## src/rtl/any1_branch_resolve.sv

```systemverilog
// Branch resolution stage: registers the evaluator result against the fetch-time
// prediction, raises flush/redirect on a mispredict and emits BHT/BTB updates and stats.
module any1_branch_resolve #(
    parameter int AWID = 32,
    parameter int CNTW = 32
) (
    input  logic            clk_i,
    input  logic            rst_ni,
    input  logic            br_valid_i,
    output logic            br_ready_o,
    input  logic [AWID-1:0] br_pc_i,
    input  logic [AWID-1:0] br_target_i,
    input  logic [AWID-1:0] br_fallthru_i,
    input  logic            br_takb_i,
    input  logic            br_pred_taken_i,
    input  logic [AWID-1:0] br_pred_target_i,
    input  logic [1:0]      br_ctr_i,
    output logic            redir_valid_o,
    output logic [AWID-1:0] redir_pc_o,
    input  logic            redir_ack_i,
    output logic            flush_o,
    output logic            bht_we_o,
    output logic [AWID-1:0] bht_pc_o,
    output logic [1:0]      bht_ctr_o,
    output logic            btb_we_o,
    output logic [AWID-1:0] btb_pc_o,
    output logic [AWID-1:0] btb_target_o,
    output logic [CNTW-1:0] stat_branches_o,
    output logic [CNTW-1:0] stat_mispredicts_o
);

    typedef enum logic {
        ST_IDLE  = 1'b0,
        ST_REDIR = 1'b1
    } state_e;

    state_e          state_q, state_d;
    logic            redir_valid_q, redir_valid_d;
    logic [AWID-1:0] redir_pc_q, redir_pc_d;
    logic            flush_q, flush_d;
    logic            bht_we_q, bht_we_d;
    logic [AWID-1:0] bht_pc_q, bht_pc_d;
    logic [1:0]      bht_ctr_q, bht_ctr_d;
    logic            btb_we_q, btb_we_d;
    logic [AWID-1:0] btb_pc_q, btb_pc_d;
    logic [AWID-1:0] btb_target_q, btb_target_d;
    logic [CNTW-1:0] stat_br_q, stat_br_d;
    logic [CNTW-1:0] stat_mp_q, stat_mp_d;

    logic            accept;
    logic            mispredict;
    logic            btb_update;
    logic [AWID-1:0] actual_pc;
    logic [1:0]      ctr_next;

    function automatic logic [1:0] sat_inc(input logic [1:0] c);
        return (c == 2'd3) ? 2'd3 : c + 2'd1;
    endfunction

    function automatic logic [1:0] sat_dec(input logic [1:0] c);
        return (c == 2'd0) ? 2'd0 : c - 2'd1;
    endfunction

    // Ready is decoded straight from state so upstream sees it without a register delay.
    assign br_ready_o = (state_q == ST_IDLE);
    assign accept     = br_valid_i & br_ready_o;

    assign actual_pc  = br_takb_i ? br_target_i : br_fallthru_i;
    assign mispredict = (br_pred_taken_i != br_takb_i)
                      | (br_takb_i & (br_pred_target_i != br_target_i));
    assign btb_update = br_takb_i & (~br_pred_taken_i | (br_pred_target_i != br_target_i));
    assign ctr_next   = br_takb_i ? sat_inc(br_ctr_i) : sat_dec(br_ctr_i);

    always_comb begin
        // NOTE: every _d starts from a default so no path through the case leaves a latch.
        state_d       = state_q;
        redir_valid_d = redir_valid_q;
        redir_pc_d    = redir_pc_q;
        flush_d       = 1'b0;
        bht_we_d      = 1'b0;
        bht_pc_d      = bht_pc_q;
        bht_ctr_d     = bht_ctr_q;
        btb_we_d      = 1'b0;
        btb_pc_d      = btb_pc_q;
        btb_target_d  = btb_target_q;
        stat_br_d     = stat_br_q;
        stat_mp_d     = stat_mp_q;

        case (state_q)
            ST_IDLE: begin
                if (accept) begin
                    bht_we_d  = 1'b1;
                    bht_pc_d  = br_pc_i;
                    bht_ctr_d = ctr_next;
                    stat_br_d = stat_br_q + CNTW'(1);
                    if (btb_update) begin
                        btb_we_d     = 1'b1;
                        btb_pc_d     = br_pc_i;
                        btb_target_d = br_target_i;
                    end
                    if (mispredict) begin
                        flush_d       = 1'b1;
                        redir_valid_d = 1'b1;
                        redir_pc_d    = actual_pc;
                        stat_mp_d     = stat_mp_q + CNTW'(1);
                        state_d       = ST_REDIR;
                    end
                end
            end
            ST_REDIR: begin
                // Redirect address stays frozen until fetch acknowledges it.
                if (redir_ack_i) begin
                    redir_valid_d = 1'b0;
                    state_d       = ST_IDLE;
                end
            end
            default: begin
                state_d       = ST_IDLE;
                redir_valid_d = 1'b0;
            end
        endcase
    end

    always_ff @(posedge clk_i or negedge rst_ni) begin
        if (!rst_ni) begin
            state_q       <= ST_IDLE;
            redir_valid_q <= 1'b0;
            redir_pc_q    <= '0;
            flush_q       <= 1'b0;
            bht_we_q      <= 1'b0;
            bht_pc_q      <= '0;
            bht_ctr_q     <= 2'd0;
            btb_we_q      <= 1'b0;
            btb_pc_q      <= '0;
            btb_target_q  <= '0;
            stat_br_q     <= '0;
            stat_mp_q     <= '0;
        end else begin
            // NOTE: non-blocking assignments so every flop samples pre-edge values.
            state_q       <= state_d;
            redir_valid_q <= redir_valid_d;
            redir_pc_q    <= redir_pc_d;
            flush_q       <= flush_d;
            bht_we_q      <= bht_we_d;
            bht_pc_q      <= bht_pc_d;
            bht_ctr_q     <= bht_ctr_d;
            btb_we_q      <= btb_we_d;
            btb_pc_q      <= btb_pc_d;
            btb_target_q  <= btb_target_d;
            stat_br_q     <= stat_br_d;
            stat_mp_q     <= stat_mp_d;
        end
    end

    assign redir_valid_o      = redir_valid_q;
    assign redir_pc_o         = redir_pc_q;
    assign flush_o            = flush_q;
    assign bht_we_o           = bht_we_q;
    assign bht_pc_o           = bht_pc_q;
    assign bht_ctr_o          = bht_ctr_q;
    assign btb_we_o           = btb_we_q;
    assign btb_pc_o           = btb_pc_q;
    assign btb_target_o       = btb_target_q;
    assign stat_branches_o    = stat_br_q;
    assign stat_mispredicts_o = stat_mp_q;

endmodule

```

## config.mk

```make
export PLATFORM = sky130hd
export DESIGN_NAME = any1_branch_resolve
export DESIGN_NICKNAME = d
export VERILOG_FILES = /design/src/rtl/any1_branch_resolve.sv
export SDC_FILE = /design/constraint.sdc
export NUM_CORES = 1
export LEC_CHECK = 0
export CAP_MARGIN = 10
export CORE_ASPECT_RATIO = 1.75
export CORE_MARGIN = 2
export CORE_UTILIZATION = 40
export CTS_CLUSTER_SIZE = 8
export DETAILED_ROUTE_END_ITERATION = 12
export PLACE_DENSITY = 0.84
export SETUP_SLACK_MARGIN = 0.5
export SLEW_MARGIN = 10
export SYNTH_ARGS = -nofsm -noshare
export SYNTH_HDL_FRONTEND = slang
export SYNTH_SLANG_ARGS = --single-unit
```

## constraint.sdc

```tcl
create_clock -name clk_i -period 2.1 [get_ports clk_i]
set_input_delay 0.42 -clock clk_i [delete_from_list [all_inputs] [get_ports clk_i]]
set_output_delay 0.42 -clock clk_i [all_outputs]
set_load 0.01 [all_outputs]
```

==> metrics.md <==
| Metric | Value |
|---|---|
| Fin Clk Skew | 0.01024 ns |
| Synth Flop Type | dfrtp_1 |
| Warnings from Yosys | 0 |
| CP peak stage delay | 0.39 ns |
| Num Clock Sinks | approximately 200 |
| Post-synth top area share | 56.43% |
| Core Util, Final | between 70% and 80% |
| Final #Nets | 1429 |
| I/O Buffers | 334 |
| Storage element area | 4995 µm² |
| Total power | 13.25 mW |
| Failing checks | setup timing |
| Num CTS Buffers | 17 |
| Fmax | 452.1 MHz |
| Min Tclk post-route | 2.212 ns |
| Slowest-stage cell, CP | nor4_4 |
| Kind of critical path | in2reg |
| CTS tree | done |
| Rel. slew slack | 70.95% |
| Post-synth EDFFs | 0 |
| Overflow left after global routing | 0 |
| Worst Max-Slew Pin Slew | between 0.4 and 0.5 ns |
| First-pass GRT wire length | about 52000 µm |
| Die area | 23310 µm² |
| Fill count | 1153 |
| Most common cell after layout, fill and taps aside | dfrtp_1 |
| PwrDens | 786.2 nW/µm² |
| Synth top area cells | dfrtp_1 56%, mux2_4 8.3%, xnor2_1 8.0%, nand2_1 5.7%, a21oi_1 3.7% |
| Clock root buffer | clkbuf_16 |
| Fin crit share | 105.3% |
| Clock Pin Slew Worst Setup and Hold Paths | 0.07 ns |
| R2r setup slk | -0.04 ns |
| Worst setup SP type | input port |
| R2R depth | 7 |
| Area after DPL | 13400 µm² |
| Mapped Area | 8825 µm² |
| Most frequent cells in the layout | 187 x dfrtp_1, 124 x buf_4, 120 x dlymetal6s2s_1, 118 x nand2_1, 79 x buf_6 |
| Status | finished with violations |
| Post-synth ARST share | 100.0% |
| Largest net degree at the start of global routing | between 60 and 70 |
| Multi-input gate area | between 4000 and 5000 µm² |
| First DRT Iteration DRCs | 545 |
| Initial antenna violation count | 2 |
| Initial DRT Pass Iterations | 5 |
| Syn avg cell area | 11.77 µm² |
| Initial Util | 40.88% |
| VDD IR max | between 0.5 and 0.6 mV |
| Clk Latency, worst-skew pair | 0.45 ns |
| Type of the most critical hold path | in2reg |
| Critical Path Fanout Max | 4 |
| Crit path buffers/inverters | 6 |
| Cell repeated most along the worst path | nand4_1 |
| H-tree depth | 4 |
| Gp weighted congestion | roughly 0.89 |
| Core ar. | 21590 µm² |
| Tot GR Track Use | a little under 30% |
| WL final | 37760 µm |
| DRC Markers | 0 |
| Hold Path Depth | 2 |
| Antenna-violating nets left | 0 |
| Vias | ~8500 |
| Unique masters post-synth | between 40 and 50 |
| Setup TNS | -2.868 ns |
| Final hold vios | 0 |
| Final setup viols | 62 |
| Synth Instances | 750 |
| Final Cell Area | 16860 µm² |
| DP HPWL | roughly 21000 µm |
| Critical path depth | 12 |
| Worst endpoint required time | 2.47 ns |
| Vias per cell | 5.312 |
| Arr. time, crit path | around 2.6 ns |
| Layout cell share with drive strength beyond 1 | a little under half |
| Crit end category | flop |
| Die W | about 120 µm |
| Pleak | 8.992 nW |
| Worst path top cell family by delay | simple AND/OR/NAND/NOR gates |
| Max-slew violations | 0 |
| Synth Register Bits | 199 |
| Post-synthesis to final-layout area growth | 91.05% |
| Post-DR wirelength/cell | 23.63 µm |
| Worst path cell trace | buf_6 > xnor2_1 > nand4_1 > nor4_4 > buf_4 > nand4_1 > buf_6 > buf_12 > buf_8 > buf_16 > nand4_1 > xnor2_1 |
| Unrepaired setup endpoints after global routing | yes |
| Worst setup margin | -0.1121 ns |
| Clock buffer depth | 2 |
| Max_cap viols | 0 |
| Register area share after synthesis | 56.43% |
| Die height | roughly 200 µm |
| Post-Syn Nets | 888 |
| Vias in the first global route | 8984 |
| Final hold slack | 0.2161 ns |
| Yosys top cell by area | dfrtp_1 |
| Rows | 71 |
| I/O pin total | 335 |
## metrics by stage
step | instances | worst slack, ns
floorplan | 750 | 0.04396
detailed placement | 1428 | -0.6841
CTS | 1559 | 0.1188
global route | 1598 | -0.1656
global placement | 1428 | -0.6814
finish | 1598 | -0.1121
## logic make-up after synthesis
family | Yosys count | synth area share [%]
AOI/OAI and AO/OA | 69 | 3.984
xor gates and xnor gates | 94 | 9.329
adders and majority gates | 3 | 0.3970
buffers and inverters | 42 | 2.396
DFF | 199 | 56.43
muxes | 97 | 14.01
and+or+nand+nor | 246 | 13.46
## timing repair
item,4_1_cts,5_1_grt
setup endpoints to repair,356,318
gates resized for setup,575,300
endpoints found under the hold margin,35,0
gates cloned,17,0
hold buffers,1,0
setup buffers,81,37
pin swaps,91,57
## power breakdown
group | switching, mW | internal (mW)
sequential | 0.578 | 4.56
clock | 1.53 | 1.89
combinational | 2.04 | 2.65
total | 4.15 | 9.10
## cell type report
type                    count  share of cell area (%)
diodes                      2                 0.02968
clock buffers              23                   2.894
multi-input cells         509                   29.01
repair buffers            556                   35.27
flip-flops and latches    199                   29.63
clock inverters             9                  0.6902
well taps                 292                   2.167
inverters                   8                  0.3117
## worst reg2reg max path: stages (launching register included)
cell and delay, ns:
dfrtp_1 0.40, ha_4 0.16, nand3b_4 0.08, or2_4 0.26
or4_4 0.53, or2_4 0.34, nor2_4 0.12, xor2_1 0.17
## final timing paths
kind / from / end
setup / recovery: br_pred_target_i[10] / stat_mispredicts_o[13]$_DFFE_PN0P_
hold / removal: br_target_i[23] / btb_target_o[23]$_DFFE_PN0P_
setup reg to reg: stat_branches_o[1]$_DFFE_PN0P_ / stat_branches_o[30]$_DFFE_PN0P_
hold reg to reg: stat_mispredicts_o[31]$_DFFE_PN0P_ / stat_mispredicts_o[31]$_DFFE_PN0P_
max in group asynchronous: rst_ni / stat_mispredicts_o[22]$_DFFE_PN0P_
min in group asynchronous: rst_ni / btb_pc_o[1]$_DFFE_PN0P_
## per-layer routing
metal  part of all wire, %  vias to the layer above  GRT usage [%]
met4                   6.5                        0          15.82
met1                    34                     4291          32.34
met2                    54                      424          52.80
li1                      -                     3640              -
met5                     0                        -              0
met3                   5.3                      133          5.646
## cells in the mapped netlist (13+ instances only)
cell      instances
mux2_4           49
and3_1           15
mux2i_1          32
nor2_1           14
a21oi_1          65
nand2_1         134
mux2_2           16
xnor2_1          81
clkbuf_1         15
nand3_1          23
xor2_1           13
dfrtp_1         199
nand4_1          23
## flip-flops by register name, summed over array words and instances, names as in the netlist
register	cells
btb_target_o	32
flush_o	1
bht_ctr_o	2
redir_pc_o	32
btb_we_o	1
redir_valid_o	1
btb_pc_o	32
stat_mispredicts_o	32
bht_we_o	1
state_q	1
bht_pc_o	32
stat_branches_o	32
Power figures use the tool's default switching activity.
